## src/rtl/gb_cpu_common_pkg.sv

```systemverilog
// gb_cpu_common_pkg: shared CPU core types, plus interrupt dispatch states,
// source indices, the vector helper and the fixed-priority encoder helper.
package gb_cpu_common_pkg;
   typedef enum logic [2:0] {R16_BC, R16_DE, R16_HL, R16_SP, R16_PC, R16_AF} regfile_r16_t;
   typedef enum logic [2:0] {IDLE, D1, D2, D3, D4, D5} irq_state_t;
   localparam int IRQ_VBLANK = 0;
   localparam int IRQ_LCD    = 1;
   localparam int IRQ_TIMER  = 2;
   localparam int IRQ_SERIAL = 3;
   localparam int IRQ_JOYPAD = 4;
   localparam int IRQ_MAX    = 8;
   localparam logic [15:0] IRQ_VECTOR_BASE   = 16'h0040;
   localparam logic [15:0] IRQ_VECTOR_STRIDE = 16'd8;
   typedef struct packed {
      logic       valid;
      logic [2:0] idx;
   } irq_prio_t;
   function automatic logic [15:0] getIrqVector(input logic [2:0] idx,
                                                input logic [15:0] base = IRQ_VECTOR_BASE,
                                                input logic [15:0] stride = IRQ_VECTOR_STRIDE);
      return base + stride * {13'd0, idx};
   endfunction
   // Scan from the top down so the lowest set bit is the one left standing.
   function automatic irq_prio_t prioEncode(input logic [IRQ_MAX-1:0] pending);
      irq_prio_t r;
      r = '0;
      for (int i = IRQ_MAX - 1; i >= 0; i--)
         if (pending[i]) r = '{valid: 1'b1, idx: 3'(i)};
      return r;
   endfunction
endpackage

```

## src/rtl/gb_cpu_irq_dispatch_prio_enc.sv

```systemverilog
// gb_cpu_irq_prio_enc: fixed-priority encoder, bit 0 highest, up to IRQ_MAX sources.
module gb_cpu_irq_prio_enc
   import gb_cpu_common_pkg::*;
#(
   parameter int NUM_IRQ = 5
) (
   input  logic [NUM_IRQ-1:0] pending,
   output logic               valid,
   output logic [2:0]         idx
);
   assign {valid, idx} = prioEncode(IRQ_MAX'(pending));
endmodule

```

## src/rtl/gb_cpu_irq_dispatch.sv

```systemverilog
// gb_cpu_irq_dispatch: 5 M-cycle interrupt service sequencer (SP push, vector load, IF ack).
// Build option GB_CPU_IRQ_CANCEL_EN: resample pending in D4 and vector to 0000 if it vanished.
module gb_cpu_irq_dispatch
   import gb_cpu_common_pkg::*;
#(
   parameter int          NUM_IRQ       = 5,
   parameter logic [15:0] VECTOR_BASE   = 16'h0040,
   parameter logic [15:0] VECTOR_STRIDE = 16'd8
) (
   input  logic               clk,
   input  logic               reset,
   input  logic               ime,
   input  logic [NUM_IRQ-1:0] int_enable,
   input  logic [NUM_IRQ-1:0] int_flag,
   input  logic               instr_boundary,
   input  logic               halted,
   input  logic [15:0]        sp,
   input  logic [15:0]        pc,
   output logic               busy,
   output regfile_r16_t       idu_req,
   output logic [15:0]        idu_data,
   output logic               idu_wren,
   output logic [15:0]        mem_addr,
   output logic [7:0]         mem_wdata,
   output logic               mem_wren,
   output logic               ime_clear,
   output logic [NUM_IRQ-1:0] irq_ack,
   output logic               halt_exit
);
   logic               pend_valid;
   logic [2:0]         pend_idx;
   logic               enter;
   logic [2:0]         sel_idx;
   logic               sel_ok;
   irq_state_t         state_q, state_d;
   regfile_r16_t       idu_req_q, idu_req_d;
   logic [15:0]        idu_data_q, idu_data_d, mem_addr_q, mem_addr_d;
   logic [7:0]         mem_wdata_q, mem_wdata_d;
   logic               idu_wren_q, idu_wren_d, mem_wren_q, mem_wren_d;
   logic               ime_clear_q, ime_clear_d, halt_exit_q, halt_exit_d;
   logic [NUM_IRQ-1:0] irq_ack_q, irq_ack_d;

   gb_cpu_irq_prio_enc #(.NUM_IRQ(NUM_IRQ)) u_prio (
      .pending (int_enable & int_flag),
      .valid   (pend_valid),
      .idx     (pend_idx)
   );

   assign enter = (state_q == IDLE) & ime & pend_valid & (instr_boundary | halted);

`ifdef GB_CPU_IRQ_CANCEL_EN
   // Outputs for D5 are registered on the D4->D5 edge, so the live encoder is the D4 sample.
   assign sel_idx = pend_idx;
   assign sel_ok  = pend_valid;
`else
   logic [2:0] idx_q, idx_d;
   assign idx_d   = enter ? pend_idx : idx_q;
   assign sel_idx = idx_q;
   assign sel_ok  = 1'b1;
   always_ff @(posedge clk) idx_q <= reset ? 3'd0 : idx_d;
`endif

   always_comb begin
      state_d     = state_q == IDLE ? (enter ? D1 : IDLE) :
                    state_q == D5   ? IDLE : irq_state_t'(state_q + 3'd1);
      idu_wren_d  = state_d == D2 || state_d == D3 || state_d == D5;
      idu_req_d   = state_d == D5 ? R16_PC : R16_SP;
      idu_data_d  = state_d == D5 ? (sel_ok ? getIrqVector(sel_idx, VECTOR_BASE, VECTOR_STRIDE) : 16'h0000) :
                    idu_wren_d    ? sp - 16'd1 : 16'h0000;
      mem_wren_d  = state_d == D3 || state_d == D4;
      mem_addr_d  = mem_wren_d ? sp : 16'h0000;
      mem_wdata_d = state_d == D3 ? pc[15:8] : state_d == D4 ? pc[7:0] : 8'h00;
      ime_clear_d = state_d == D1;
      irq_ack_d   = (state_d == D5 && sel_ok) ? NUM_IRQ'(1) << sel_idx : '0;
      halt_exit_d = (state_q == IDLE) & halted & pend_valid;
   end

   always_ff @(posedge clk) begin
      if (reset) begin
         state_q     <= IDLE;
         idu_req_q   <= R16_SP;
         idu_data_q  <= '0;
         idu_wren_q  <= 1'b0;
         mem_addr_q  <= '0;
         mem_wdata_q <= '0;
         mem_wren_q  <= 1'b0;
         ime_clear_q <= 1'b0;
         irq_ack_q   <= '0;
         halt_exit_q <= 1'b0;
      end else begin
         state_q     <= state_d;
         idu_req_q   <= idu_req_d;
         idu_data_q  <= idu_data_d;
         idu_wren_q  <= idu_wren_d;
         mem_addr_q  <= mem_addr_d;
         mem_wdata_q <= mem_wdata_d;
         mem_wren_q  <= mem_wren_d;
         ime_clear_q <= ime_clear_d;
         irq_ack_q   <= irq_ack_d;
         halt_exit_q <= halt_exit_d;
      end
   end

   assign busy      = state_q != IDLE;
   assign idu_req   = idu_req_q;
   assign idu_data  = idu_data_q;
   assign idu_wren  = idu_wren_q;
   assign mem_addr  = mem_addr_q;
   assign mem_wdata = mem_wdata_q;
   assign mem_wren  = mem_wren_q;
   assign ime_clear = ime_clear_q;
   assign irq_ack   = irq_ack_q;
   assign halt_exit = halt_exit_q;
endmodule

```

## config.mk

```make
export PLATFORM = sky130hd
export DESIGN_NAME = gb_cpu_irq_dispatch
export DESIGN_NICKNAME = d
export VERILOG_FILES = /design/src/rtl/gb_cpu_common_pkg.sv /design/src/rtl/gb_cpu_irq_dispatch_prio_enc.sv /design/src/rtl/gb_cpu_irq_dispatch.sv
export SDC_FILE = /design/constraint.sdc
export NUM_CORES = 1
export LEC_CHECK = 0
export CORE_MARGIN = 10
export CORE_UTILIZATION = 42
export DETAILED_ROUTE_END_ITERATION = 7
export GPL_ROUTABILITY_DRIVEN = 0
export HOLD_SLACK_MARGIN = 0.1
export PLACE_DENSITY = 0.81
export SLEW_MARGIN = 10
export SYNTH_ARGS = -nofsm -noshare
export SYNTH_HDL_FRONTEND = slang
export SYNTH_SLANG_ARGS = --single-unit
```

## constraint.sdc

```tcl
create_clock -name clk -period 2.2 [get_ports clk]
set_input_delay 0.22 -clock clk [delete_from_list [all_inputs] [get_ports clk]]
set_output_delay 0.22 -clock clk [all_outputs]
set_load 0.03 [all_outputs]
```

==> impl_results.md, run 1 <==
* Crit path capture type: primary output
* Htree depth at 3
* Count of final setup violators at 0
* Cells after synthesis at 212
* FF-to-FF End: idu_data[13]$_SDFF_PP0_
* Hold slack at 0.496 ns
* CTS tree: done
* Slew headroom at 76.7%
* Clk root buf: clkbuf_8
* Synthesis warning total at 0
* Hold Fails Final Rpt at 0
* Residual DRC at 0
* Status: complete, no violations
* Synth Net Count at 260
* Clk slew on worst S/H paths at 0.06 ns
* Via/cell ratio at 4.81
* Total CTS buffers at 9
* Setup crit start: state_q[0]$_SDFF_PP0_
* Diode count at 0
* PwrDens at 752 mW/mm^2
* Most used DFF post-synth: dfxtp_1
* # clock sinks at 57
* Worst Path Max Fanout at 9
* Total number of vias at 1863
* Class of the worst hold path: flop to flop
* Fin Clk Skew at 0.00463 ns
* GR Overflow Total at 0
* Initial Util at 44.3%
* Cell taking the most area after synthesis: dfxtp_1
* Quantity of hold-fixing buffers added after cts at 0
* # placed instances at 371
* Total power at 2.54 mW
* Cell Chain, Critical Path: or3_4 > clkdlybuf4s50_1
* Final Non-Filler Cells at 387
* Layout cell share with drive strength beyond 1 at 9.69%
* CP max stage cell: clkdlybuf4s50_1
* Ys async rst share at 0%
* CP required at 1.98 ns
* Die H at 91.3 um
* Number of global-route vias before repair at 1886
* FMAX at 501 MHz
* R2r setup slk at 0.58 ns
* Core Area at 0.00482 mm^2
* Worst setup margin at 0.202 ns
* Register area share after synthesis at 53.5%
* RR Startpoint: state_q[1]$_SDFF_PP0_
* Synth Cell Area at 0.00213 mm^2
* Number of port buffers at 99
* Post-DP HPWL at 4550 um
* Tightest Pin Transition at 0.345 ns
* Finished Core Util at 70.1%
* Clk_lat worst skew at 0.32 ns
* Maxcap violations at 0
* Leak at 1.32 nW
* CTS max path bufs at 2
* Post-synth top area share at 53.5%
* Fin crit period at 2.00 ns
* Postcts setup bufs at 0
* Chip width at 91.3 um
* CP top delay family: buffers and inverters
* # rows at 25
* RSZ-0062 raised after global routing: false
* Largest net degree at the start of global routing at 25
* Drt initial violations at 82
* Critical path endpoint: busy
* Syn avg cell area at 10.1 um^2
* Total GRT Usage at 13.8%
* Antenna violations before repair at 0
* CP arrival at 1.78 ns
* Buf+Inv Stages, Crit Path at 1
* First-pass GRT wire length at 9240 um
* Period utilization at 90.8%
* Layout Nets at 363
* Worst slack, placed at 0.260 ns
* I/O pin cnt at 100
* Die ar. at 0.00833 mm^2
* Largest stage delay, worst path at 0.61 ns
* Most common cell after layout, fill and taps aside: clkdlybuf4s50_1
* Post-route cell area at 0.00337 mm^2
* Post-Place Cell Area at 0.00319 mm^2
* Yosys reg bits at 57
* Post-synth EDFFs at 0
* Crit path depth at 2
* Netlist cell types at 46
* Syn-to-layout area delta at 58.3%
* Post-CTS Resized at 0
* DRT antenna net count at 0
* Setup CP Type: flop to primary output
* Wire per inst at 14.7 um
* Final Max Slew Viols at 0
* Pre-antenna DRT Iters at 4
* Peak VDD IR at 0.402 mV
* Final WL at 5700 um
* R2R cell count at 5
* CP startpoint kind: flop
* Top cells by area, synth: dfxtp_1, nor2_1, mux2i_1, and3_1, nand2_1
* Most frequent cells in the layout: clkdlybuf4s50_1, dfxtp_1, nor2_1
* Final TNS setup at 0 ns
[cell type report]
| cell class | count | area, um^2 |
|---|---|---|
| timing repair buffer | 104 | 1030 |
| clock buffer | 13 | 149 |
| clock inverter | 3 | 40.0 |
| sequential | 57 | 1140 |
| multi-input combinational | 138 | 913 |
| tap | 67 | 83.8 |
| fill | 385 | 1440 |
| inverter | 5 | 18.8 |
[sequential cells by signal (all words and copies together) (netlist names)]
register   count
halt_exit      1
idu_data      16
idu_req        2
idu_wren       1
idx_q          3
ime_clear      1
irq_ack        5
mem_addr      16
mem_wdata      8
mem_wren       1
state_q        3
[routing by layer]
layer / GRT usage, % / wire, um
met4: 6.27 / 101
met5: 0 / 0
met3: 8.72 / 720
met2: 21.7 / 2610
met1: 14.1 / 2260
[report_power, final]
group | switching [mW] | internal (mW)
Clock | 0.374 | 0.551
Sequential | 0.0251 | 1.09
Combinational | 0.262 | 0.240
[Yosys cell counts, types with 3 or more instances]
cell and n:
a21oi_1 6, and3_1 14, clkbuf_1 7, dfxtp_1 57, inv_1 5, mux2i_1 9, nand2_1 17, nand2b_1 3
nand3_1 4, nand3b_1 3, nor2_1 25, nor3_1 5, o211ai_1 3, o21ai_0 4, or4_1 4, xnor2_1 4
xor2_1 6
[kinds of logic after synthesis]
family | share of synthesized area [%]
buf+inv | 3.64
flops | 53.5
xor+xnor | 4.11
compound gates | 8.69
fa+ha+maj | 0.587
simple gates | 25.2
mux | 4.23
[worst min-delay path by stage]
stage | start | to | slack [ns] | cells past startpoint
floorplan | sp[0] | idu_data[0]$_SDFF_PP0_ | 0.29 | 1
global placement | idx_q[2]$_SDFFE_PP0P_ | irq_ack[0]$_SDFF_PP0_ | 0.48 | 1
detailed placement | idx_q[2]$_SDFFE_PP0P_ | irq_ack[0]$_SDFF_PP0_ | 0.49 | 1
CTS | pc[13] | mem_wdata[5]$_SDFF_PP0_ | 0.50 | 3
global route | pc[9] | mem_wdata[1]$_SDFF_PP0_ | 0.51 | 3
finish | idx_q[2]$_SDFFE_PP0P_ | irq_ack[0]$_SDFF_PP0_ | 0.50 | 1
No activity file was read; power rests on OpenSTA's default activity.
==> inputs of run 2 (changes only) <==
==> constraint.sdc (replaced) <==
create_clock -name clk -period 2.2 [get_ports clk]
set_input_delay 0.44 -clock clk [delete_from_list [all_inputs] [get_ports clk]]
set_output_delay 0.44 -clock clk [all_outputs]
set_load 0.03 [all_outputs]
==> impl_results.md, run 2 (synthesis results as in run 1) <==
* Status: complete, no violations (unchanged)
* Quantity of hold-fixing buffers added after cts at 0 (unchanged)
* Post-DP HPWL at 4740 um (was 4550 um)
* Hold Fails Final Rpt at 0 (unchanged)
* Tightest Pin Transition at 0.397 ns (was 0.345 ns)
* Maxcap violations at 0 (unchanged)
* Min-delay src: idx_q[2]$_SDFFE_PP0P_ (unchanged)
* Setup CP Type: flop to primary output (unchanged)
* Total number of vias at 1897 (was 1863)
* Largest stage delay, worst path at 0.44 ns (was 0.61 ns)
* Most frequent cells in the layout: clkdlybuf4s50_1, dfxtp_1, nor2_1 (unchanged)
* Fin crit period at 1.80 ns (was 2.00 ns)
* Peak VDD IR at 0.492 mV (was 0.402 mV)
* Fin Clk Skew at 0.00620 ns (was 0.00463 ns)
* Period utilization at 81.9% (was 90.8%)
* Final WL at 5880 um (was 5700 um)
* Die H at 91.3 um (unchanged)
* CTS tree: done (unchanged)
* Number of port buffers at 99 (unchanged)
* Drt initial violations at 53 (was 82)
* Worst Path Max Fanout at 9 (unchanged)
* Die ar. at 0.00833 mm^2 (unchanged)
* Final Max Slew Viols at 0 (unchanged)
* CP arrival at 1.36 ns (was 1.78 ns)
* CP startpoint kind: flop (unchanged)
* Wire per inst at 14.9 um (was 14.7 um)
* Post-CTS Resized at 0 (unchanged)
* DRT antenna net count at 0 (unchanged)
* Buf+Inv Stages, Crit Path at 1 (unchanged)
* Clk slew on worst S/H paths at 0.06 ns (about the same)
* Total CTS buffers at 9 (unchanged)
* # rows at 25 (unchanged)
* Class of the worst hold path: flop to flop (unchanged)
* Number of global-route vias before repair at 2034 (was 1886)
* Leak at 1.35 nW (was 1.32 nW)
* CTS max path bufs at 2 (unchanged)
* CP required at 1.76 ns (was 1.98 ns)
* Final TNS setup at 0 ns (unchanged)
* Largest net degree at the start of global routing at 20 (was 25)
* PwrDens at 724 mW/mm^2 (was 752 mW/mm^2)
* Slew headroom at 73.3% (was 76.7%)
* Initial Util at 44.3% (unchanged)
* Clk root buf: clkbuf_8 (unchanged)
* Cell Chain, Critical Path: or3_4 > buf_4 (was or3_4 > clkdlybuf4s50_1)
* Via/cell ratio at 4.83 (was 4.81)
* Htree depth at 3 (unchanged)
* RR Startpoint: state_q[0]$_SDFF_PP0_ (was state_q[1]$_SDFF_PP0_)
* CP max stage cell: or3_4 (was clkdlybuf4s50_1)
* Layout Nets at 369 (was 363)
* Residual DRC at 0 (unchanged)
* Final Non-Filler Cells at 393 (was 387)
* Antenna violations before repair at 0 (unchanged)
* Count of final setup violators at 0 (unchanged)
* Post-Place Cell Area at 0.00323 mm^2 (was 0.00319 mm^2)
* I/O pin cnt at 100 (unchanged)
* Clk_lat worst skew at 0.33 ns (was 0.32 ns)
* FMAX at 555 MHz (was 501 MHz)
* Postcts setup bufs at 0 (unchanged)
* Syn-to-layout area delta at 59.6% (was 58.3%)
* Total GRT Usage at 14.4% (was 13.8%)
* GR Overflow Total at 0 (unchanged)
* Post-route cell area at 0.00340 mm^2 (was 0.00337 mm^2)
* # placed instances at 377 (was 371)
* CP top delay family: simple AND/OR/NAND/NOR gates (was buffers and inverters)
* # clock sinks at 57 (unchanged)
* Core Area at 0.00482 mm^2 (unchanged)
* Layout cell share with drive strength beyond 1 at 12.0% (was 9.69%)
* RSZ-0062 raised after global routing: false (unchanged)
* Crit path capture type: primary output (unchanged)
* Setup crit start: state_q[0]$_SDFF_PP0_ (unchanged)
* Chip width at 91.3 um (unchanged)
* Diode count at 0 (unchanged)
* First-pass GRT wire length at 9680 um (was 9240 um)
* Most common cell after layout, fill and taps aside: clkdlybuf4s50_1 (unchanged)
* Pre-antenna DRT Iters at 4 (unchanged)
run 2: cell types whose count changed in the layout (fill, tap and decap cells not counted), sizes merged:
cell | before | now
clkinv | 2 | 3
clkdlybuf4s50 | 99 | 98
buf | 5 | 12
bufinv | 1 | 0
run 2: path summary, 6_finish.rpt:
path / end / slack [ns] / cells after the start
min reg2reg: irq_ack[0]$_SDFF_PP0_ / 0.48 / 1
max reg2reg: idu_data[13]$_SDFF_PP0_ / 0.63 / 4
max: busy / 0.40 / 2
min: irq_ack[0]$_SDFF_PP0_ / 0.48 / 1
run 2: power by group:
group	internal (mW)	leakage (nW)	total (mW)	switching (mW)
sequential	1.09	0.462	1.12	0.0306
clock	0.464	0.0932	0.844	0.380
combinational	0.245	0.794	0.503	0.258
total	1.80	1.35	2.46	0.668
run 2: area by class of cell:
class / instances / area, um^2
Fill cell: 412 / 1420
Sequential cell: 57 / 1140
Timing Repair Buffer: 110 / 1070
Multi-Input combinational cell: 138 / 913
Clock buffer: 13 / 159
Tap cell: 67 / 83.8
Inverter: 5 / 18.8
Clock inverter: 3 / 15.0
run 2: worst reg2reg max path, cell delays in order, from the launching register on:
cell and delay (ns):
dfxtp_1 0.55, xnor2_1 0.14, nand2b_4 0.23, or4_1 0.53
nand2_1 0.08
run 2: layer usage:
metal / vias up / wire length [um] / track usage [%]
met5: - / 0 / 0
met2: 76 / 2820 / 24.8
met4: 0 / 110 / 6.66
li1: 950 / - / -
met3: 11 / 614 / 7.74
met1: 860 / 2330 / 14.0
run 2: stage by stage:
step           power (mW)  util, %  setup WS (ns)  hold WS, ns
2_1_floorplan        1.40        -          0.696        0.445
3_3_place_gp         1.64     67.0          0.151        0.479
5_1_grt              2.57     70.6          0.342        0.520
6_report             2.46     70.6          0.398        0.483
4_1_cts              2.50     70.6          0.387        0.487
3_5_place_dp         1.65     67.0         0.0987        0.477
==> inputs of run 3 (changes only) <==
Settings changed: CORE_UTILIZATION 42 to 37, PLACE_DENSITY 0.81 to 0.75.
Clock period 2.2 ns to 1.5 ns, I/O delays scaled along.
==> impl_results.md, run 3 (synthesis results as in run 1) <==
* CP arrival at 1.20 ns (was 1.36 ns)
* CP startpoint kind: flop (unchanged)
* FILL cells at 463 (was 412)
* Worst setup margin at -0.00170 ns (was 0.398 ns)
* Class of the worst hold path: primary input to flop (was flop to flop)
* # placed instances at 415 (was 377)
* PwrDens at 971 mW/mm^2 (was 724 mW/mm^2)
* Status: finished, violations left (was complete, no violations)
* Largest net degree at the start of global routing at 19 (was 20)
* Htree depth at 3 (unchanged)
* Syn-to-layout area delta at 75.2% (was 59.6%)
* Post-Place Cell Area at 0.00349 mm^2 (was 0.00323 mm^2)
* Quantity of hold-fixing buffers added after cts at 0 (unchanged)
* Wire per inst at 14.5 um (was 14.9 um)
* Total number of vias at 2052 (was 1897)
* Failing checks: setup timing
* Layout Nets at 408 (was 369)
* Die ar. at 0.00920 mm^2 (was 0.00833 mm^2)
* Fin crit period at 1.50 ns
* Clk_lat worst skew at 0.33 ns (about the same)
* Sw frac at 27.9% (was 27.1%)
* Maxcap violations at 0 (unchanged)
* Diode count at 0 (unchanged)
* # clock sinks at 57 (unchanged)
* DRT antenna net count at 0 (unchanged)
* Final Max Slew Viols at 0 (unchanged)
* Antenna violations before repair at 0 (unchanged)
* Residual DRC at 0 (unchanged)
* Tightest Pin Transition at 0.339 ns (was 0.397 ns)
* Clock power share at 32.8% (was 34.2%)
* Clk slew on worst S/H paths at 0.06 ns (about the same)
* Leak at 1.86 nW (was 1.35 nW)
* Final TNS setup at -0.00170 ns (was 0 ns)
* Total CTS buffers at 9 (unchanged)
* Post-route cell area at 0.00373 mm^2 (was 0.00340 mm^2)
* Hold Fails Final Rpt at 0 (unchanged)
* FMAX at 666 MHz
* Logic gate share of total power at 22.5% (was 20.4%)
* Drt initial violations at 57 (was 53)
* Fin Clk Skew at 0.00535 ns (was 0.00620 ns)
* Switching pwr at 1.01 mW (was 0.668 mW)
* Seq pwr share at 44.8% (was 45.4%)
* Worst Path Max Fanout at 2 (was 9)
* Layout cell share with drive strength beyond 1 at 24.7% (was 12.0%)
* Worst slack, placed at -0.410 ns (was 0.0987 ns)
* First-pass GRT wire length at 9700 um (was 9680 um)
* GR Overflow Total at 0 (unchanged)
* Die H at 95.9 um (was 91.3 um)
* Via/cell ratio at 4.71 (was 4.83)
* Final Non-Filler Cells at 436 (was 393)
* I/O pin cnt at 100 (unchanged)
* Most common cell after layout, fill and taps aside: dlygate4sd2_1 (was clkdlybuf4s50_1)
* Number of global-route vias before repair at 2143 (was 2034)
* CTS max path bufs at 2 (unchanged)
* Initial Util at 38.5% (was 44.3%)
* Post-DP HPWL at 4800 um (was 4740 um)
* Pre-antenna DRT Iters at 4 (unchanged)
* Hold slack at 0.307 ns (was 0.483 ns)
* # rows at 27 (was 25)
* Total GRT Usage at 13.3% (was 14.4%)
* Setup CP Type: flop to primary output (unchanged)
* Period utilization at 100%
* Clk root buf: clkbuf_8 (unchanged)
* Slew headroom at 77.5% (was 73.3%)
* Peak VDD IR at 0.554 mV (was 0.492 mV)
* Cell-internal power at 2.61 mW (was 1.80 mW)
* Count of final setup violators at 1 (was 0)
* CTS tree: done (unchanged)
* Crit path capture type: primary output (unchanged)
* CP required at 1.20 ns (was 1.76 ns)
* Chip width at 95.9 um (was 91.3 um)
* Most frequent cells in the layout: dlygate4sd2_1, dfxtp_1, buf_4 (was clkdlybuf4s50_1, dfxtp_1, nor2_1)
* Number of port buffers at 99 (unchanged)
* Final WL at 6330 um (was 5880 um)
* Core Area at 0.00554 mm^2 (was 0.00482 mm^2)
* RSZ-0062 raised after global routing: true (was false)
-- run 3: critical path, cell delays in order (launching register included) --
cell and delay (ns):
dfxtp_4 0.34, or3_4 0.39, buf_6 0.15
-- run 3: repair_timing --
item	in CTS	in global routing
gates cloned	0	0
gates resized for setup	69	18
endpoints found under the setup margin	59	10
setup buffers	5	1
endpoints found under the hold margin	0	0
pin swaps	9	6
-- run 3: final cells by class --
| type | count | area (um^2) | area share [%] |
|---|---|---|---|
| clock buffer | 12 | 145 | 3.89 |
| clock inverter | 3 | 17.5 | 0.469 |
| tap | 72 | 90.1 | 2.41 |
| timing repair buffer | 149 | 1330 | 35.7 |
| multi-input combinational | 138 | 983 | 26.3 |
| sequential | 57 | 1150 | 30.7 |
| inverter | 5 | 18.8 | 0.503 |
-- run 3: worst paths after layout --
check | to | slack [ns] | from | cells after the start
worst max-delay path | busy | -0.002 | state_q[0]$_SDFF_PP0_ | 2
worst min register to register | irq_ack[0]$_SDFF_PP0_ | 0.48 | idx_q[2]$_SDFFE_PP0P_ | 1
worst max register to register | idu_data[14]$_SDFF_PP0_ | 0.07 | state_q[0]$_SDFF_PP0_ | 5
worst min-delay path | idu_data[0]$_SDFF_PP0_ | 0.31 | sp[0] | 3
-- run 3: power by group through the flow --
stage          sequential (mW)  combinational (mW)  clock, mW
3_5_place_dp              1.66               0.821          0
3_3_place_gp              1.66               0.811          0
5_1_grt                   1.63               0.878       1.29
2_1_floorplan             1.79               0.266          0
6_report                  1.62               0.816       1.19
4_1_cts                   1.62               0.810       1.22
-- run 3: layer usage --
layer | share of wire [%] | wire length (um) | global-route usage [%]
met1 | 39 | 2450 | 13.6
met2 | 50 | 3160 | 23.2
met3 | 10 | 630 | 5.99
met4 | 1.4 | 87 | 5.53
met5 | 0 | 0 | 0
-- run 3: metrics by stage --
stage               total power, mW  util (%)
floorplan                      2.05         -
global placement               2.47      63.1
detailed placement             2.48      63.1
CTS                            3.65      66.1
global route                   3.79      67.4
finish                         3.63      67.4
